**config.mk**
```make
export PLATFORM = sky130hd
export DESIGN_NAME = add8_err_monitor
export DESIGN_NICKNAME = d
export VERILOG_FILES = /design/src/rtl/add8_err_monitor.sv
export SDC_FILE = /design/constraint.sdc
export NUM_CORES = 1
export LEC_CHECK = 0
export ABC_AREA = 1
export CORE_AREA = 2 2 134 136
export DETAILED_ROUTE_END_ITERATION = 6
export DIE_AREA = 0 0 136 138
export DONT_BUFFER_PORTS = 1
export PLACE_DENSITY = 0.59
export SLEW_MARGIN = 10
export SYNTH_ARGS = -nofsm -noshare
export SYNTH_HDL_FRONTEND = slang
export SYNTH_SLANG_ARGS = --single-unit
```
**constraint.sdc**
```tcl
create_clock -name clk -period 7.7 [get_ports clk]
set_input_delay 0.77 -clock clk [delete_from_list [all_inputs] [get_ports clk]]
set_output_delay 0.77 -clock clk [all_outputs]
set_load 0.005 [all_outputs]
```
**src/rtl/add8_err_monitor.sv**
```systemverilog
// Exhaustive error characterisation of a W-bit approximate adder.
// Sweeps every operand pair (A fastest, then B) into the adder under test.
// Compares each result with the exact sum and accumulates:
//   sum of absolute error, worst-case error, error count, Hamming-distance sum.
module add8_err_monitor #(
  parameter int unsigned W       = 8,
  parameter int unsigned DUT_LAT = 0
) (
  input  logic             clk,
  input  logic             rst_n,
  input  logic             start,
  output logic             busy,
  output logic             done,
  output logic [W-1:0]     dut_a,
  output logic [W-1:0]     dut_b,
  input  logic [W:0]       dut_o,
  output logic [3*W:0]     sum_abs_err,
  output logic [W:0]       max_abs_err,
  output logic [2*W:0]     err_count,
  output logic [2*W+4:0]   hd_sum
);

  localparam int unsigned SW = 3 * W + 1;
  localparam int unsigned CW = 2 * W + 1;
  localparam int unsigned HW = 2 * W + 5;
  localparam int unsigned PW = $clog2(W + 2);
  localparam logic [2:0]  DRAIN_LAST = (DUT_LAT == 0) ? 3'd0 : 3'(DUT_LAT - 1);

  typedef enum logic [1:0] {
    ST_IDLE,
    ST_SWEEP,
    ST_DRAIN,
    ST_DONE
  } state_t;

  state_t          state;
  state_t          state_nxt;
  logic [2*W-1:0]  idx;
  logic            idx_last;
  logic            start_ok;
  logic [2:0]      drain_cnt;

  logic            vld0;
  logic [W:0]      exp0;
  logic            vld_s;
  logic [W:0]      exp_s;
  logic [W:0]      err_mag;
  logic [W:0]      diff_bits;
  logic [PW-1:0]   hd_cnt;

  // The registered operand pair doubles as the sweep index.
  assign idx      = {dut_b, dut_a};
  assign idx_last = &idx;
  assign start_ok = start && ((state == ST_IDLE) || (state == ST_DONE));

  // State register
  always_ff @(posedge clk or negedge rst_n) begin
    if (!rst_n) state <= ST_IDLE;
    else        state <= state_nxt;
  end

  // Next-state logic; start is ignored while a sweep or drain is running
  always_comb begin
    state_nxt = state;
    case (state)
      ST_IDLE:  if (start) state_nxt = ST_SWEEP;
      ST_SWEEP: if (idx_last) state_nxt = (DUT_LAT == 0) ? ST_DONE : ST_DRAIN;
      ST_DRAIN: if (drain_cnt == DRAIN_LAST) state_nxt = ST_DONE;
      ST_DONE:  if (start) state_nxt = ST_SWEEP;
      default:  state_nxt = ST_IDLE;
    endcase
  end

  // Status outputs decoded from state
  always_comb begin
    busy = (state == ST_SWEEP) || (state == ST_DRAIN);
    done = (state == ST_DONE);
  end

  // Operand generator: load 0 on start, step through all pairs, hold the last pair afterwards
  always_ff @(posedge clk or negedge rst_n) begin
    if (!rst_n) begin
      dut_a <= '0;
      dut_b <= '0;
    end else if (start_ok) begin
      dut_a <= '0;
      dut_b <= '0;
    end else if ((state == ST_SWEEP) && !idx_last) begin
      {dut_b, dut_a} <= idx + 1'b1;
    end
  end

  // Drain cycle counter, restarted on every sweep cycle
  always_ff @(posedge clk or negedge rst_n) begin
    if (!rst_n)                  drain_cnt <= '0;
    else if (state == ST_SWEEP)  drain_cnt <= '0;
    else if (state == ST_DRAIN)  drain_cnt <= drain_cnt + 3'd1;
  end

  // Stage 0 of the compare pipeline: exact sum of the operands currently presented
  assign vld0 = (state == ST_SWEEP);
  assign exp0 = {1'b0, dut_a} + {1'b0, dut_b};

  // The expected sum and valid travel through the same number of registers as the adder result
  generate
    if (DUT_LAT == 0) begin : g_nodly
      assign vld_s = vld0;
      assign exp_s = exp0;
    end else begin : g_dly
      logic [DUT_LAT-1:0] vld_pipe;
      logic [W:0]         exp_pipe [DUT_LAT];

      // Delay line for expected sum and valid
      always_ff @(posedge clk or negedge rst_n) begin
        if (!rst_n) begin
          vld_pipe <= '0;
          for (int unsigned i = 0; i < DUT_LAT; i++) exp_pipe[i] <= '0;
        end else begin
          vld_pipe[0] <= vld0;
          exp_pipe[0] <= exp0;
          for (int unsigned i = 1; i < DUT_LAT; i++) begin
            vld_pipe[i] <= vld_pipe[i-1];
            exp_pipe[i] <= exp_pipe[i-1];
          end
        end
      end

      assign vld_s = vld_pipe[DUT_LAT-1];
      assign exp_s = exp_pipe[DUT_LAT-1];
    end
  endgenerate

  // Absolute error and Hamming distance of the sampled result
  always_comb begin
    err_mag   = (dut_o >= exp_s) ? (dut_o - exp_s) : (exp_s - dut_o);
    diff_bits = dut_o ^ exp_s;
    hd_cnt    = '0;
    for (int unsigned i = 0; i < W + 1; i++) hd_cnt = hd_cnt + PW'(diff_bits[i]);
  end

  // Figure-of-merit accumulators, cleared on an accepted start
  always_ff @(posedge clk or negedge rst_n) begin
    if (!rst_n) begin
      sum_abs_err <= '0;
      max_abs_err <= '0;
      err_count   <= '0;
      hd_sum      <= '0;
    end else if (start_ok) begin
      sum_abs_err <= '0;
      max_abs_err <= '0;
      err_count   <= '0;
      hd_sum      <= '0;
    end else if (vld_s) begin
      sum_abs_err <= sum_abs_err + SW'(err_mag);
      if (err_mag > max_abs_err) max_abs_err <= err_mag;
      err_count   <= err_count + CW'(err_mag != '0);
      hd_sum      <= hd_sum + HW'(hd_cnt);
    end
  end

endmodule

```
==> results of run 1 <==
-- cell type report --
| class | count | area (um2) |
|---|---|---|
| multi-input combinational | 633 | 3810 |
| clock inverter | 4 | 80.1 |
| fill | 1848 | 10200 |
| tap | 229 | 287 |
| timing repair buffer | 2 | 15.0 |
| inverter | 155 | 584 |
| sequential | 93 | 2330 |
| clock buffer | 11 | 253 |
-- cell families (layout without fill, tap and decap cells) --
| kind of cell | count (synthesis) | in the layout | synth area share [%] |
|---|---|---|---|
| and+or+nand+nor | 387 | 387 | 27.0 |
| buffers and inverters | 173 | 172 | 10.2 |
| AOI/OAI and AO/OA | 162 | 162 | 13.4 |
| DFF | 93 | 93 | 34.1 |
| adders and majority gates | 66 | 66 | 13.1 |
| xor gates and xnor gates | 18 | 18 | 2.31 |
-- state kept, by name (all words and copies together) (netlist names) --
signal	flops
max_abs_err	9
drain_cnt	3
hd_sum	21
dut_a	8
sum_abs_err	25
dut_b	8
state	2
err_count	17
-- power breakdown --
group / total, mW / internal, mW / switching (mW)
clock: 0.509 / 0.304 / 0.205
combinational: 0.887 / 0.336 / 0.551
sequential: 0.827 / 0.633 / 0.194
total: 2.22 / 1.27 / 0.950
-- how the worst max path moves through the flow --
stage | endpoint | startpoint | slack (ns) | cells past startpoint
global placement | hd_sum[18] | dut_a[0] | 1.59 | 30
floorplan | hd_sum[18] | dut_a[0] | 2.01 | 30
CTS | hd_sum[18] | dut_a[0] | 1.45 | 30
global route | hd_sum[16] | dut_a[0] | 0.99 | 29
finish | hd_sum[16] | dut_a[0] | 1.48 | 29
detailed placement | hd_sum[16] | dut_a[0] | 1.47 | 29
-- worst max-delay path, delay by kind of cell (launching register included) --
family / cells / cell delay (ns)
AO/OA/AOI/OAI: 5 / 0.78
XOR/XNOR: 1 / 0.18
adder cells (fa/ha/maj): 8 / 3.06
buffers and inverters: 6 / 0.35
flip-flops: 1 / 0.45
AND/OR/NAND/NOR: 9 / 1.31
-- per-layer routing --
layer	track usage [%]	vias up
met3	5.24	19
li1	-	2937
met1	24.9	2657
met2	30.6	129
met5	0	-
met4	5.70	0
-- cell usage after synthesis, types with 4 or more instances --
master / n
buf_6: 5
fa_1: 9
nand4_1: 21
a21oi_1: 70
o21bai_1: 4
nand2_4: 5
o21ai_0: 56
o21a_1: 5
nand3_1: 50
clkbuf_1: 7
nor2_2: 9
ha_1: 57
nand2_1: 171
dfrtp_1: 93
nor3_1: 26
xor2_1: 15
nor2_1: 64
a221oi_1: 5
nand3_2: 9
inv_2: 4
nand3b_1: 4
nor4_1: 7
nand2_2: 9
inv_1: 150
-- stage by stage --
| step | instances | power [mW] | setup WS, ns |
|---|---|---|---|
| after global placement | 1112 | 1.71 | 1.59 |
| after detailed placement | 1112 | 1.73 | 1.47 |
| after CTS | 1127 | 2.25 | 1.45 |
| after floorplan | 899 | 1.50 | 2.01 |
| final | 1127 | 2.22 | 1.48 |
| after global routing | 1127 | 2.45 | 0.988 |
==> run_results.csv, run 1 <==
group,metric,value,unit
global_routing,grt.overflow.total,0,
synth,synth_edf_count,0,
clock_network,ctsRootBufferMaster,"clkbuf_16",
floorplanning,initial_core_util,39.0,%
synth,yosysTopAreaCell,"dfrtp_1",
global_routing,grt_pass1_wl,28600,um
critical_path,slowest_stage,"fa_1",
sta,final_hold_viol_count,0,
layout,area_growth,7.63,%
sta,max_freq,161,MHz
sta,setup_viol_count_final,0,
drt,vias,5742,
clock_network,clk_pin_slew,0.07,ns
clock_network,insertion_delay,0.35,ns
power_and_ir_drop,irDropWorstVdd,166,uV
layout,final_core_util,42.0,%
floorplanning,io_pins,102,
synth,yosys-top-cells-area,"dfrtp_1, ha_1, nand2_1",
clock_network,postCtsSetupBuffers,0,
outcome,status,"finished, final reports clean",
sta,fin_crit,6.22,ns
layout,antenna_cells,0,
synth,synthCells,899,
critical_path,critPathCaptureType,"flop",
floorplanning,die_y,138,um
drt,highest_layer,"met4",
layout,nets,972,
drt,drtAntennaViolNets,0,
clock_network,cts_buffers,9,
critical_path,rr_worst_depth,29,
critical_path,r2r-end,"hd_sum[16]",
drt,via_per_inst,5.09,
placement,dpl_cell_area,7020,um2
clock_network,clockBufferDepth,2,
clock_network,cts_tree,"built",
synth,avgSynthCellArea,7.60,um2
synth,seq_area_frac_synth,34.1,%
floorplanning,dieArea,18800,um2
layout,stdcell_area,7360,um2
floorplanning,coreArea,17500,um2
synth,syn_nets,977,
synth,ys_types,49,
drt,wl,16900,um
synth,synth_top_area_share,34.1,%
sta,grt_setup_unrepaired,"false",
clock_network,cts_hold_buf,0,
drt,drt_iter0_drc,309,
synth,synthArstFlopShare,100,%
drt,met1Wirelength,7810,um
global_routing,grtUsageTotal,19.0,%
sta,timing.final.max_slew_violations,0,
drt,drt_first_pass_iters,5,
drt,dr_wl_met2,7860,um
placement,routabilityCongestion,0.909,
clock_network,htree_levels,3,
power_and_ir_drop,leakagePower,3.86,nW
layout,mostFrequentLayoutCells,"nand2_1, inv_1, dfrtp_1",
global_routing,grt_pass1_vias,5668,
synth,syn_area,6830,um2
placement,io_buffers,0,
global_routing,grt_max_degree,94,
critical_path,r2r_slack,1.48,ns
drt,drc,0,
drt,wl_per_cell,15.0,um
floorplanning,die-width,136,um
sta,finalCritPeriodShare,80.8,%
critical_path,crit_arrival,6.49,ns
placement,dpl.hpwl,12700,um
clock_network,cts_resized,0,
layout,drive_above_1_share,7.02,%
sta,max_slew_margin,33.3,%
global_routing,antenna_found_initial,0,
synth,yosys_warnings,0,
power_and_ir_drop,pwr_density_cell,302,nW/um2
critical_path,cp_max_fo,8,
floorplanning,rows,49,
critical_path,worstReg2RegStart,"dut_a[0]",
critical_path,critPathKind,"flop to flop",
flow_run,maxCapViolations,0,
critical_path,start_kind,"flop",
sta,hold_ws,0.119,ns
critical_path,slowest_delay,0.52,ns
sta,skew,0.00937,ns
layout,mostFrequentLayoutCell,"nand2_1",
synth,ys_ff_latch,93,
sta,tightest_slew,1.00,ns
critical_path,crit_required,7.97,ns
synth,synth-main-ff-cell,"dfrtp_1",
sta,fin_tns_setup,0,ns
clock_network,clock-sinks,93,
min_path,hp-class,"primary input to asynchronous set/reset pin",
drt,routed-wl-met3,972,um
Power figures use the tool's default switching activity.
==> run 2: changes to the inputs <==
Settings changed: ABC_AREA 1 to 0, CORE_AREA 2 2 134 136 to 2 2 131 133, DIE_AREA 0 0 136 138 to 0 0 133 135, PLACE_DENSITY 0.59 to 0.61.
Clock period 7.7 ns to 5.18 ns, I/O delays scaled along.
==> run 2 against run 1 <==
Net effect:
- worst setup slack got worse by 1.7 ns
- worst hold slack got worse by 0.071 ns
- via count decreased by 4.0%
- the run now ends with setup timing left
- combinational power rose to 3.4 times the previous value
- utilization up 9.4 points
- largest cell class unchanged
- sequential share of layout area down 4.0 points
==> run_results.csv, run 2 <==
group,metric,value,unit
sta,max_freq,186,MHz
critical_path,start_kind,"flop",
flow_run,maxCapViolations,0,
floorplanning,die-width,133,um
critical_path,critPathMostFrequentCell,"buf_4",
critical_path,critPathCaptureType,"flop",
clock_network,insertion_delay,0.35,ns
layout,drive_above_1_share,28.4,%
synth,ys_types,59,
synth,synthCells,723,
synth,seq_area_frac_synth,35.7,%
sta,fin_tns_setup,-2.67,ns
critical_path,critical_path.endpoint,"max_abs_err[5]",
synth,syn_nets,801,
synth,yosysTopAreaCell,"dfrtp_1",
min_path,hp-class,"primary input to asynchronous set/reset pin",
critical_path,rr_worst_depth,28,
critical_path,slowest_stage,"dfrtp_1",
drt,vias,5515,
critical_path,crit_arrival,5.61,ns
critical_path,critPathLaunch,"dut_a[0]",
clock_network,cts_tree,"built",
placement,dp_cells,996,
clock_network,htree_levels,3,
sta,setup_viol_count_final,37,
drt,via_per_inst,5.30,
global_routing,antenna_found_initial,0,
layout,stdcell_area,8430,um2
synth,ys_ff_latch,93,
sta,grt_setup_unrepaired,"true",
critical_path,r2r-end,"max_abs_err[5]",
floorplanning,die_y,135,um
layout,reg_top3,"sum_abs_err x25, hd_sum x21, err_count x17",
power_and_ir_drop,finalPower,4.77,mW
drt,drt_iter0_drc,191,
critical_path,cp_max_fo,5,
sta,skew,0.0125,ns
synth,yosys_warnings,0,
power_and_ir_drop,leakagePower,3.81,nW
sta,timing.final.max_slew_violations,0,
clock_network,cts_buffers,9,
critical_path,worstReg2RegStart,"dut_a[0]",
sta,final_hold_viol_count,0,
outcome,status,"finished with violations",
layout,antenna_cells,0,
layout,mostFrequentLayoutCells,"dfrtp_1, buf_4, nor2_1",
synth,synth-main-ff-cell,"dfrtp_1",
global_routing,grt.overflow.total,0,
power_and_ir_drop,pwr_density_cell,566,nW/um2
outcome,violations,"setup timing",
synth,synth_edf_count,0,
floorplanning,dieArea,18000,um2
clock_network,clock-sinks,93,
layout,mostFrequentLayoutCell,"dfrtp_1",
synth,synth_top_area_share,35.7,%
clock_network,clk_pin_slew,0.08,ns
synth,post-synth-top-count-cell,"dfrtp_1",
global_routing,grt_pass1_wl,27900,um
synth,avgSynthCellArea,9.01,um2
global_routing,grt_util_met1,24.1,%
drt,drc,0,
layout,final_core_util,51.4,%
sta,fin_crit,5.39,ns
layout,nets,893,
layout,largest_reg_flops,25,
synth,synth_common_cells,"dfrtp_1, nor2_1, ha_1",
synth,syn_area,6510,um2
power_and_ir_drop,irDropWorstVdd,345,uV
sta,max_slew_margin,49.5,%
placement,dpl_cell_area,7330,um2
layout,final_cells,1040,
critical_path,critPathKind,"flop to flop",
drt,wl_per_cell,16.9,um
sta,hold_ws,0.0477,ns
clock_network,clockBufferDepth,2,
sta,layout_setup_ws,-0.210,ns
synth,synthArstFlopShare,100,%
global_routing,use_met3,4.13,%
placement,io_buffers,0,
layout,regMostFlops,"sum_abs_err",
critical_path,r2r_slack,-0.21,ns
synth,yosys-top-cells-area,"dfrtp_1, ha_1, xor2_1",
sta,tightest_slew,0.755,ns
critical_path,slowest_delay,0.40,ns
layout,n_fill_cell,1471,
global_routing,grt_pass1_vias,5471,
layout,area_growth,29.5,%
drt,drtAntennaViolNets,0,
drt,wl,17600,um
floorplanning,initial_core_util,39.7,%
global_routing,use_met2,33.3,%
global_routing,grtUsageTotal,19.3,%
drt,drt_first_pass_iters,5,
placement,pre_cts_slack,-0.291,ns
global_routing,busiest_layer,"met2",
global_routing,grt_max_degree,94,
clock_network,ctsRootBufferMaster,"clkbuf_16",
critical_path,crit_required,5.40,ns
placement,routabilityCongestion,0.864,
placement,dpl.hpwl,12700,um
floorplanning,io_pins,102,
floorplanning,coreArea,16400,um2
sta,finalCritPeriodShare,104,%
floorplanning,rows,47,
run 2: changes by cell type after synthesis, sizes merged, moves of 29 or more:
cell / previous run / this run
inv: 155 / 55
xor2: 15 / 47
nand3: 60 / 21
nand2: 185 / 54
a21oi: 70 / 41
run 2: report_power, final:
group | switching, mW | total (mW) | internal, mW
Combinational | 1.56 | 3.01 | 1.45
Clock | 0.340 | 0.683 | 0.343
Sequential | 0.200 | 1.07 | 0.875
Total | 2.10 | 4.77 | 2.67
run 2: routing by layer:
metal / vias up / part of all wire [%]
met4: 0 / 2.4
met1: 2677 / 42
li1: 2677 / -
met5: - / 0
met2: 130 / 51
met3: 31 / 4.9
run 2: worst max-delay path: cells and delay by family, from the launching register on:
family	cells	cell delay, ns
xor gates and xnor gates	1	0.14
AOI/OAI and AO/OA	11	1.77
buffers and inverters	4	0.54
adders and majority gates	4	1.18
and+or+nand+nor	7	0.88
DFF	1	0.40
muxes	1	0.33
run 2: cell type report:
type                    count  area, um2  share of cell area (%)
multi-input cells         554       4490                    53.2
flip-flops and latches     93       2330                    27.6
repair buffers            102        835                    9.90
well taps                 220        275                    3.27
clock buffers               9        225                    2.67
inverters                  55        206                    2.45
clock inverters             7       75.1                   0.890
run 2: worst min path at each step:
stage	start	to	slack (ns)	cells past startpoint
final	rst_n	dut_b[6]	0.05	1
after global routing	rst_n	dut_b[6]	0.07	1
after CTS	rst_n	dut_b[6]	0.08	1
after detailed placement	rst_n	dut_b[7]	0.22	0
after global placement	rst_n	dut_b[7]	0.23	0
after floorplan	rst_n	drain_cnt[0]	0.22	0
run 2: cell families after synthesis:
logic type                 share of synthesized area [%]
muxes                                               3.02
adders and majority gates                           13.7
and+or+nand+nor                                     19.1
AOI/OAI and AO/OA                                   13.8
buffers and inverters                               4.57
DFF                                                 35.7
xor gates and xnor gates                            10.1
run 2: repair_timing:
item | 4_1_cts | 5_1_grt
endpoints found under the setup margin | 59 | 66
hold endpoints to repair | 93 | 0
pin swaps | 37 | 53
buffers inserted | 14 | 14
hold buffers | 1 | 0
gates resized for setup | 35 | 86
==> run 3: changes to the inputs <==
Settings changed: CORE_AREA 2 2 131 133 to 2 2 151 153, DIE_AREA 0 0 133 135 to 0 0 153 155, PLACE_DENSITY 0.61 to 0.45.
==> run 3 against run 2 <==
Net effect:
- the run still ends with setup timing left
- worst hold slack better by 0.020 ns
- fmax is 0.85% higher
- die area is 32% higher
- clock power is 1% lower
- critical path depth is 2 lower
- highest routed layer unchanged
==> run_results.csv, run 3 (same netlist as run 2, synthesis figures left out) <==
group,metric,value,unit
sta,setup_viol_count_final,44,
critical_path,slowest_delay,0.40,ns
critical_path,r2r-end,"max_abs_err[8]",
outcome,status,"finished with violations",
critical_path,critPathMostFrequentCell,"a21oi_2",
sta,timing.final.max_slew_violations,0,
critical_path,cp_max_fo,5,
clock_network,clockBufferDepth,2,
critical_path,rr_worst_depth,26,
sta,grt_setup_unrepaired,"true",
layout,reg_top3,"sum_abs_err x25, hd_sum x21, err_count x17",
critical_path,critPathLaunch,"dut_a[0]",
sta,skew,0.0115,ns
sta,fin_crit,5.34,ns
power_and_ir_drop,leakagePower,3.81,nW
clock_network,ctsRootBufferMaster,"clkbuf_16",
critical_path,critPathCaptureType,"flop",
sta,max_freq,187,MHz
layout,antenna_cells,0,
placement,routabilityCongestion,0.865,
critical_path,critPathKind,"flop to flop",
floorplanning,die_y,155,um
floorplanning,coreArea,22200,um2
layout,final_core_util,38.5,%
critical_path,worstReg2RegStart,"dut_a[0]",
critical_path,start_kind,"flop",
critical_path,r2r_slack,-0.16,ns
floorplanning,dieArea,23700,um2
floorplanning,rows,55,
critical_path,crit_required,5.43,ns
critical_path,crit_arrival,5.59,ns
drt,via_per_inst,4.93,
placement,dpl_cell_area,7380,um2
global_routing,antenna_found_initial,0,
layout,stdcell_area,8570,um2
layout,mostFrequentLayoutCell,"dfrtp_1",
sta,max_slew_margin,33.4,%
drt,wl,18700,um
global_routing,grt_pass1_vias,5616,
sta,final_hold_viol_count,0,
placement,io_buffers,0,
clock_network,clk_pin_slew,0.08,ns
layout,mostFrequentLayoutCells,"dfrtp_1, nor2_1, buf_4",
clock_network,cts_tree,"built",
sta,tightest_slew,0.996,ns
sta,finalCritPeriodShare,103,%
layout,n_fill_cell,2202,
clock_network,clock-sinks,93,
layout,area_growth,31.5,%
drt,drt_first_pass_iters,4,
layout,drive_above_1_share,29.1,%
floorplanning,io_pins,102,
placement,dpl.hpwl,13900,um
min_path,hp-class,"primary input to asynchronous set/reset pin",
flow_run,maxCapViolations,0,
layout,nets,884,
floorplanning,initial_core_util,29.3,%
drt,drt_iter0_drc,197,
drt,drc,0,
outcome,violations,"setup timing",
clock_network,cts_buffers,9,
power_and_ir_drop,irDropWorstVdd,261,uV
power_and_ir_drop,pwr_density_cell,566,nW/um2
critical_path,critical_path.endpoint,"max_abs_err[8]",
sta,fin_tns_setup,-3.57,ns
floorplanning,die-width,153,um
drt,drtAntennaViolNets,0,
clock_network,htree_levels,3,
layout,final_cells,1096,
sta,hold_ws,0.0673,ns
clock_network,insertion_delay,0.36,ns
global_routing,grt_max_degree,94,
global_routing,grtUsageTotal,15.8,%
global_routing,grt_pass1_wl,30200,um
layout,largest_reg_flops,25,
global_routing,grt.overflow.total,0,
sta,layout_setup_ws,-0.164,ns
critical_path,slowest_stage,"dfrtp_1",
placement,dp_cells,1057,
layout,regMostFlops,"sum_abs_err",
drt,vias,5400,
drt,wl_per_cell,17.1,um
run 3: per-layer routing:
| layer | track usage [%] | share of wire [%] |
|---|---|---|
| met1 | 19.7 | 44 |
| met2 | 26.9 | 49 |
| met3 | 4.65 | 4.8 |
| met4 | 3.88 | 1.6 |
| met5 | 0 | 0 |
run 3: per-stage QoR:
stage                     power [mW]  setup slack (ns)
after floorplan                 2.71           -0.0320
after global placement          3.48           -0.0935
after detailed placement        3.52            -0.189
after CTS                       4.42           -0.0983
after global routing            5.30            -0.428
final                           4.85            -0.164
run 3: layout make-up:
| type | count | area (um2) | area share, % |
|---|---|---|---|
| clock buffers | 9 | 225 | 2.63 |
| well taps | 285 | 357 | 4.16 |
| repair buffers | 93 | 787 | 9.19 |
| flip-flops and latches | 93 | 2330 | 27.2 |
| clock inverters | 7 | 68.8 | 0.803 |
| multi-input cells | 554 | 4590 | 53.6 |
| inverters | 55 | 206 | 2.41 |
run 3: critical path: cells and delay by family (launching register included):
family,cells,cell delay [ns]
buffers and inverters,2,0.30
multiplexers,1,0.34
adder cells (fa/ha/maj),4,1.14
flip-flops,1,0.40
AO/OA/AOI/OAI,13,2.23
AND/OR/NAND/NOR,4,0.54
XOR/XNOR,2,0.30
run 3: power breakdown:
| part | switching [mW] | internal, mW |
|---|---|---|
| combinational | 1.61 | 1.47 |
| sequential | 0.210 | 0.874 |
| clock | 0.337 | 0.339 |
| total | 2.16 | 2.69 |
run 3: worst min-delay path by stage:
stage               slack, ns              end
CTS                      0.09  sum_abs_err[19]
global placement         0.22  sum_abs_err[19]
detailed placement       0.22  sum_abs_err[19]
global route             0.09  sum_abs_err[19]
finish                   0.07  sum_abs_err[19]
floorplan                0.22     drain_cnt[0]
run 3: timing repair:
item | CTS | global route
hold buffers | 1 | 0
endpoints found under the setup margin | 52 | 64
endpoints found under the hold margin | 93 | 0
cloned | 0 | 1
buffers inserted | 7 | 14
pin swaps | 25 | 47
gates resized for setup | 50 | 99
